==> src/rtl/get_motion_code_dec_if.sv <==
// get_motion_code_dec_if
//   Bundles the request/result signals of the MPEG-2 motion_code decoder.
//   The master (bitstream flush buffer side) drives the lookahead window and
//   the request. The slave (decoder) returns the motion code, the bit count
//   and the result strobe.
//
//   Signals:
//     in_buf    [10:0]          lookahead window, in_buf[10] is the first bit
//     in_valid                  decode request, level-sensitive
//     outshift  [4:0]           bits consumed (0 = invalid prefix)
//     done                      result valid
//     mcode     [MCODE_W-1:0]   signed motion code, two's complement
//     err                       invalid prefix flag (GET_MOTION_CODE_ERR_EN only)
//
//   Optional feature macro: GET_MOTION_CODE_ERR_EN adds the err signal.
interface get_motion_code_dec_if #(
  parameter int MCODE_W = 5
);
  logic        [10:0]        in_buf;
  logic                      in_valid;
  logic        [4:0]         outshift;
  logic                      done;
  logic signed [MCODE_W-1:0] mcode;
`ifdef GET_MOTION_CODE_ERR_EN
  logic                      err;

  modport master (
    output in_buf, in_valid,
    input  outshift, done, mcode, err
  );

  modport slave (
    input  in_buf, in_valid,
    output outshift, done, mcode, err
  );
`else
  modport master (
    output in_buf, in_valid,
    input  outshift, done, mcode
  );

  modport slave (
    input  in_buf, in_valid,
    output outshift, done, mcode
  );
`endif
endinterface

==> src/rtl/get_motion_code_dec.sv <==
// get_motion_code_dec
//   Registered MPEG-2 motion_code VLC decoder (ISO 13818-2 Table B-10).
//   Decodes the 11-bit lookahead window (MSB first) into a signed motion
//   code and the number of bits consumed (codeword plus sign bit). One
//   cycle of latency; decodes every cycle while in_valid is high.
//
//   Ports:
//     clk   clock
//     rst   asynchronous active-high reset, clears every output register
//     bus   get_motion_code_dec_if.slave
//             in_buf/in_valid in, outshift/done/mcode(/err) out
//
//   Parameter:
//     MCODE_W  width of mcode. 5 wraps +16 onto -16; 6 or more is exact.
//
//   Optional feature macro: GET_MOTION_CODE_ERR_EN
//     Defined: registered err output, 1 for an invalid prefix.
//     Undefined: invalid prefixes show only as outshift = 0.
module get_motion_code_dec #(
  parameter int MCODE_W = 5
) (
  input  logic                 clk,
  input  logic                 rst,
  get_motion_code_dec_if.slave bus
);

  // Apply the sign bit to the table magnitude and keep the low MCODE_W
  // bits of the two's-complement result (sign-extends for wide MCODE_W).
  function automatic logic [MCODE_W-1:0] apply_sign(input logic [4:0] mag,
                                                     input logic       neg);
    logic signed [6:0] val;
    val = signed'({2'b00, mag});
    if (neg) begin
      val = -val;
    end
    return MCODE_W'(val);
  endfunction

  // Stage p0: combinational decode of the lookahead window
  logic [4:0]         mag_p0;
  logic [4:0]         shift_p0;
  logic               ok_p0;
  logic [3:0]         sidx_p0;
  logic               sgn_p0;
  logic [MCODE_W-1:0] mcode_p0;

  // shift_p0 is the full consumed length including the sign bit, so the
  // sign bit sits at in_buf[11 - shift]. The single-bit code '1' has no
  // sign bit; its magnitude is zero so the sign is irrelevant there.
  always_comb begin
    mag_p0   = 5'd0;
    shift_p0 = 5'd0;
    ok_p0    = 1'b1;
    casez (bus.in_buf)
      11'b1??????????: begin mag_p0 = 5'd0;  shift_p0 = 5'd1;  end
      11'b01?????????: begin mag_p0 = 5'd1;  shift_p0 = 5'd3;  end
      11'b001????????: begin mag_p0 = 5'd2;  shift_p0 = 5'd4;  end
      11'b0001???????: begin mag_p0 = 5'd3;  shift_p0 = 5'd5;  end
      11'b000011?????: begin mag_p0 = 5'd4;  shift_p0 = 5'd7;  end
      11'b0000101????: begin mag_p0 = 5'd5;  shift_p0 = 5'd8;  end
      11'b0000100????: begin mag_p0 = 5'd6;  shift_p0 = 5'd8;  end
      11'b0000011????: begin mag_p0 = 5'd7;  shift_p0 = 5'd8;  end
      11'b000001011??: begin mag_p0 = 5'd8;  shift_p0 = 5'd10; end
      11'b000001010??: begin mag_p0 = 5'd9;  shift_p0 = 5'd10; end
      11'b000001001??: begin mag_p0 = 5'd10; shift_p0 = 5'd10; end
      11'b0000010001?: begin mag_p0 = 5'd11; shift_p0 = 5'd11; end
      11'b0000010000?: begin mag_p0 = 5'd12; shift_p0 = 5'd11; end
      11'b0000001111?: begin mag_p0 = 5'd13; shift_p0 = 5'd11; end
      11'b0000001110?: begin mag_p0 = 5'd14; shift_p0 = 5'd11; end
      11'b0000001101?: begin mag_p0 = 5'd15; shift_p0 = 5'd11; end
      11'b0000001100?: begin mag_p0 = 5'd16; shift_p0 = 5'd11; end
      // 0000 0010 xx and 0000 000x xx: no codeword, flush nothing
      default:         begin ok_p0  = 1'b0; end
    endcase
  end

  // Clamp the sign-bit index so invalid/one-bit codes never index past bit 10.
  always_comb begin
    sidx_p0 = 4'd0;
    if (shift_p0 > 5'd1) begin
      sidx_p0 = 4'(5'd11 - shift_p0);
    end
  end

  assign sgn_p0   = (mag_p0 != 5'd0) ? bus.in_buf[sidx_p0] : 1'b0;
  assign mcode_p0 = apply_sign(mag_p0, sgn_p0);

  // Stage p1: output registers, loaded only on a request
  logic [MCODE_W-1:0] mcode_p1;
  logic [4:0]         shift_p1;
  logic               vld_p1;
`ifdef GET_MOTION_CODE_ERR_EN
  logic               err_p1;
`endif

  always_ff @(posedge clk or posedge rst) begin
    if (rst) begin
      mcode_p1 <= '0;
      shift_p1 <= 5'd0;
      vld_p1   <= 1'b0;
`ifdef GET_MOTION_CODE_ERR_EN
      err_p1   <= 1'b0;
`endif
    end else begin
      vld_p1 <= bus.in_valid;
      if (bus.in_valid) begin
        mcode_p1 <= mcode_p0;
        shift_p1 <= shift_p0;
`ifdef GET_MOTION_CODE_ERR_EN
        err_p1   <= ~ok_p0;
`endif
      end
    end
  end

  assign bus.mcode    = mcode_p1;
  assign bus.outshift = shift_p1;
  assign bus.done     = vld_p1;
`ifdef GET_MOTION_CODE_ERR_EN
  assign bus.err      = err_p1;
`else
  // ok_p0 only feeds err; without it the decode already maps invalid to 0/0.
  logic unused_ok;
  assign unused_ok = ok_p0;
`endif

endmodule

==> src/flat_wrapper.sv <==
// flat-port wrapper written by rule: the top's interface ports become plain ports
module get_motion_code_dec_flat 
#(
  parameter int MCODE_W = 5
)
  (clk, rst, bus_in_buf, bus_in_valid, bus_outshift, bus_done, bus_mcode);
  get_motion_code_dec_if #(.MCODE_W(MCODE_W)) bus_i ();
  input  logic clk;
  input  logic rst;
  input wire logic [$bits(bus_i.in_buf)-1:0] bus_in_buf;
  input wire logic [$bits(bus_i.in_valid)-1:0] bus_in_valid;
  output wire logic [$bits(bus_i.outshift)-1:0] bus_outshift;
  output wire logic [$bits(bus_i.done)-1:0] bus_done;
  output wire logic [$bits(bus_i.mcode)-1:0] bus_mcode;
  assign bus_i.in_buf = bus_in_buf;
  assign bus_i.in_valid = bus_in_valid;
  assign bus_outshift = bus_i.outshift;
  assign bus_done = bus_i.done;
  assign bus_mcode = bus_i.mcode;
  get_motion_code_dec #(.MCODE_W(MCODE_W)) u_core (.clk(clk), .rst(rst), .bus(bus_i));
endmodule
==> config.mk <==
export PLATFORM = sky130hd
export DESIGN_NAME = get_motion_code_dec_flat
export DESIGN_NICKNAME = d
export VERILOG_FILES = /design/src/rtl/get_motion_code_dec_if.sv /design/src/rtl/get_motion_code_dec.sv /design/src/flat_wrapper.sv
export SDC_FILE = /design/constraint.sdc
export NUM_CORES = 1
export LEC_CHECK = 0
export ABC_AREA = 1
export ABC_CLOCK_PERIOD_IN_PS = 2100
export CAP_MARGIN = 10
export CORE_UTILIZATION = 53
export CTS_BUF_LIST = sky130_fd_sc_hd__clkbuf_2
export DETAILED_ROUTE_END_ITERATION = 8
export HOLD_SLACK_MARGIN = 0.1
export PLACE_DENSITY = 0.81
export SKIP_CTS_REPAIR_TIMING = 1
export SLEW_MARGIN = 10
export SYNTH_ARGS = -nofsm -noshare
export SYNTH_HDL_FRONTEND = slang
export SYNTH_SLANG_ARGS = --single-unit
==> constraint.sdc <==
create_clock -name clk -period 2.1 [get_ports clk]
set_clock_uncertainty 0.15 [all_clocks]
set_input_delay 0.42 -clock clk [delete_from_list [all_inputs] [get_ports clk]]
set_output_delay 0.42 -clock clk [all_outputs]
set_load 0.005 [all_outputs]
==> results by group, run 1 <==
Status
  • Outcome: stopped before the end
  • Failing step: 5_1_grt
  • First Error: [ERROR DPL-0038] Utilization greater than 100%, impossible to legalize

Synthesis
  • Synthesized flop and latch total: 10
  • Largest cells by area after synthesis: dfrtp_1 21%, nand2_1 12%, nor2_1 7.6%, nand3_1 5.9%, nand2_4 5.7%
  • Post-Synth Adder-Cell Area: 3.15%
  • Cell taking the most area after synthesis: dfrtp_1
  • Main flop type after synthesis: dfrtp_1
  • Synth Area in XOR/XNOR: 0.736%
  • Register area share after synthesis: 21.0%
  • Multiplexer area fraction after synthesis: 0%
  • Mapped Area: 0.00119 mm²
  • Top-area cell type share of the netlist area: 21.0%
  • Compound-Gate Fraction of Synth Area: 7.05%
  • Cells after synthesis: 173
  • Largest family of logic cells by synthesized area: simple AND/OR/NAND/NOR gates
  • Syn avg cell area: 6.88 µm²
  • Post-synth ARST share: 100%
  • Post-synthesis simple-gate area fraction: 56.4%
  • Yosys warnings: 0
  • EDFF count, synth: 0
  • Post-synth cell types: 35
  • Post-synthesis net count: 190

Clock network
  • Inserted Clock Buffers: 3
  • Clock root buffer: clkbuf_2
  • Clock sink count: 10
  • # H-tree levels: 1
  • CTS max path bufs: 2

Place
  • Port Buffer Count: 23
  • Gpl congestion: 0.960
  • DP Worst Slack: -1.27 ns
  • Post-DP HPWL: 3890 µm

Floorplan
  • IO Count: 25
  • Die height: 49.4 µm
  • Die W: 49.4 µm
  • Site Rows: 16
  • Initial Util: 58.3%

Timing
  • Worst endpoint type: sequential cell input
  • GRT worst endpoint: u_core.bus.mcode[3]$_DFFE_PP0P_/D

Global routing
  • Largest net degree at the start of global routing: 15
## stage by stage
stage	setup TNS, ns	cell area (µm²)	std cells	util, %
detailed placement	-6.55	1900	261	93.3
CTS	-4.31	1920	264	94.0
floorplan	-0.988	1350	173	-
global placement	-5.03	1900	261	93.3
## cells by family after synthesis
group,Yosys count
other,1
flip-flops,10
AND/OR/NAND/NOR,116
XOR/XNOR,1
buffers and inverters,30
AO/OA/AOI/OAI,12
adder cells (fa/ha/maj),3
## Yosys cell counts (all sizes together), types with 2 or more instances
cell / n
buf: 3
nand4: 5
nand3: 19
inv: 26
nand3b: 2
dfrtp: 10
o21ai: 7
nand2: 51
nor2: 33
nor3: 4
ha: 3
a311oi: 2
==> inputs of run 2 (changes only) <==
--- a/config.mk
+++ b/config.mk
@@ -8,11 +8,10 @@
 export ABC_AREA = 1
 export ABC_CLOCK_PERIOD_IN_PS = 2100
 export CAP_MARGIN = 10
-export CORE_UTILIZATION = 53
-export CTS_BUF_LIST = sky130_fd_sc_hd__clkbuf_2
+export CORE_AREA = 2 2 63 65
 export DETAILED_ROUTE_END_ITERATION = 8
-export HOLD_SLACK_MARGIN = 0.1
-export PLACE_DENSITY = 0.81
+export DIE_AREA = 0 0 65 67
+export PLACE_DENSITY_LB_ADDON = 0.15
 export SKIP_CTS_REPAIR_TIMING = 1
 export SLEW_MARGIN = 10
 export SYNTH_ARGS = -nofsm -noshare
==> run 2 against run 1 <==
  * The flow now finishes, with violations (negative setup slack)
  * Synthesized cell count unchanged
  * Area after synthesis is the same
==> results by group, run 2 <==
Timing
  • Hold WS: 0.299 ns
  • Max Fclk: 392 MHz
  • RSZ-0062 raised after global routing: true
  • Slew Limit Fails: 0
  • Fin crit share: 121%
  • Setup violations, final: 4
  • Final Hold Viols: 0
  • Tmin final: 2.55 ns
  • Setup ws final: -0.450 ns

Synthesis
  • Cells after synthesis: 173 (unchanged)
  • Post-synthesis net count: 190 (unchanged)
  • Compound-Gate Fraction of Synth Area: 7.05% (unchanged)
  • Synthesized flop and latch total: 10 (unchanged)
  • Mapped Area: 0.00119 mm² (unchanged)
  • Post-synth cell types: 35 (unchanged)
  • Count leader, synth: nand2_1
  • Top-area cell type share of the netlist area: 21.0% (unchanged)
  • Post-Synth Adder-Cell Area: 3.15% (unchanged)
  • Synth Area in XOR/XNOR: 0.736% (unchanged)
  • Syn avg cell area: 6.88 µm² (unchanged)
  • Yosys warnings: 0 (unchanged)
  • Post-synthesis simple-gate area fraction: 56.4% (unchanged)
  • Post-synth ARST share: 100% (unchanged)
  • Largest family of logic cells by synthesized area: simple AND/OR/NAND/NOR gates
  • Largest cells by area after synthesis: dfrtp_1 21%, nand2_1 12%, nor2_1 7.6%, nand3_1 5.9%, nand2_4 5.7%
  • Register area share after synthesis: 21.0% (unchanged)
  • EDFF count, synth: 0 (unchanged)
  • Multiplexer area fraction after synthesis: 0% (unchanged)
  • Main flop type after synthesis: dfrtp_1
  • Cell taking the most area after synthesis: dfrtp_1
  • Post-synth top cells: 39 x nand2_1, 24 x nor2_1, 15 x inv_1

Finish
  • Most common cell after layout, fill and taps aside: buf_4
  • Share of cells above drive strength 1: 53.7%
  • Register area: 250 µm²
  • Multi-input logic area: 960 µm²
  • Most frequent cells in the layout: 54 x buf_4, 36 x nand2_1, 18 x nor2_1
  • Area Growth Syn to Fin: 81.2%
  • # fillers: 351
  • Post-route core utilization: 59.8%
  • Antenna cells: 0
  • Largest register FFs: 5
  • Post-layout nets: 273

Drt
  • Post-route ant nets: 0
  • Average routed wire per standard cell: 12.5 µm
  • Final wirelength: 3800 µm
  • Via count: 1424
  • Vias/cell: 4.70
  • DRC viols: 0
  • DRT iter0 DRCs: 72
  • Drt pass-1 iters: 4

Global routing
  • GRT Util Overall: 18.3%
  • Largest net degree at the start of global routing: 15
  • Initial antenna violation count: 0
  • Overflow after GRT: 0
  • Vias in the first global route: 1394
  • First-pass GRT wire length: 6130 µm

Status
  • Outcome: finished, violations left
  • Failing checks: negative setup slack

Clock network
  • CTS tree: done
  • CTS max path bufs: 2 (unchanged)
  • Reg clk slew, reported paths: 0.05 ns
  • Clock latency on the worst-skew pair: 0.24 ns
  • # H-tree levels: 1 (unchanged)
  • Clock sink count: 10 (unchanged)
  • Clock root buffer: clkbuf_8
  • Inserted Clock Buffers: 3 (unchanged)

Power
  • Power Internal: 565 µW
  • Psw: 283 µW
  • Clock power share: 28.9%
  • Switching part of the total power: 33.3%
  • Comb pwr share: 44.6%
  • Pwr Density: 393 mW/mm²
  • Maximum VDD drop: 0.000173 V
  • Sequential share of power: 26.5%
  • Static Leak: 1.09 nW

Floorplan
  • Die height: 67 µm (+36%)
  • IO Count: 25 (unchanged)
  • Placeable Area: 0.00361 mm²
  • Initial Util: 33.0% (-25 points)
  • Site Rows: 22 (+6)
  • Die W: 65 µm (+32%)
  • Die area: 0.00436 mm²

Setup path
  • Worst Setup Start Kind: input port
  • Worst Path Max Fanout: 5
  • Critical path capture point type: flip-flop
  • Worst Path Required: 2.08 ns
  • Worst setup path category: in2reg
  • CP arrival: 2.53 ns

Place
  • Gpl congestion: 0.896 (-6.7%)
  • DP Worst Slack: -1.25 ns (+0.0256 ns)
  • Port Buffer Count: 23 (unchanged)
  • Post-DP HPWL: 3180 µm (-18%)

Job
  • Max_cap viols: 0

Min path
  • Worst hold path type: in2async
[run 2: cell counts after synthesis]
No cell type changed its count.
[run 2: layout make-up]
type,count,area share [%]
Clock buffer,4,2.55
Inverter,27,7.37
Multi-Input combinational cell,133,44.5
Sequential cell,10,11.6
Tap cell,48,2.79
Timing Repair Buffer,81,31.2
[run 2: logic make-up (layout without fill, tap and decap cells)]
family          count (synthesis)  in the layout
buf+inv                        30            112
flops                          10             10
compound gates                 12             12
xor+xnor                        1              1
simple gates                  116            116
other cells                     1              1
fa+ha+maj                       3              3
[run 2: critical path, cell delays in order]
cell and delay, ns:
buf_8 0.07, buf_6 0.11, inv_12 0.04, nand2_8 0.07
nor2_4 0.04, nand2_4 0.08, nor2_4 0.05, nor2_2 0.11
o2111ai_2 0.13, a311oi_2 0.34, ha_2 0.24, inv_2 0.04
nor3_2 0.15, ha_2 0.19, inv_2 0.03, nand2_2 0.08
clkinv_4 0.08, nand2_4 0.07, nand2_1 0.05, nand3_1 0.08
nand2_1 0.06
[run 2: final timing paths]
kind                       slack, ns  cells after the start                   start                endpoint
setup / recovery               -0.45                     21          bus_in_buf[10]     u_core.bus.mcode[1]
hold / removal                  0.30                      2                     rst     u_core.bus.mcode[2]
setup reg to reg                1.29                      2  u_core.bus.outshift[1]  u_core.bus.outshift[1]
hold reg to reg                 0.33                      2  u_core.bus.outshift[0]  u_core.bus.outshift[0]
max in group asynchronous       1.23                      2                     rst  u_core.bus.outshift[0]
min in group clk                0.33                      2  u_core.bus.outshift[0]  u_core.bus.outshift[0]
[run 2: layer usage]
metal	track usage (%)	vias to the layer above	share of wire (%)
met3	1.69	11	4.1
met4	4.79	0	1.9
met2	32.5	48	46
li1	-	726	-
met5	0	-	0
met1	23.8	639	48
[run 2: per-stage QoR]
stage / power (mW) / cells / area (µm²) / setup TNS (ns)
floorplan: 0.421 / 173 / 1350 / -0.988
global placement: 0.584 / 292 / 1990 / -6.08
detailed placement: 0.591 / 292 / 1990 / -6.23
CTS: 0.835 / 296 / 2050 / -4.32
global route: 0.896 / 303 / 2160 / -2.32
finish: 0.848 / 303 / 2160 / -1.71
[run 2: power by group through the flow]
stage | sequential (mW) | clock (mW) | combinational, mW
after detailed placement | 0.228 | 0 | 0.363
after floorplan | 0.228 | 0 | 0.193
after CTS | 0.225 | 0.245 | 0.365
after global routing | 0.227 | 0.255 | 0.415
final | 0.225 | 0.245 | 0.378
after global placement | 0.226 | 0 | 0.358
Note: power is estimated with default switching activity, not from simulation.
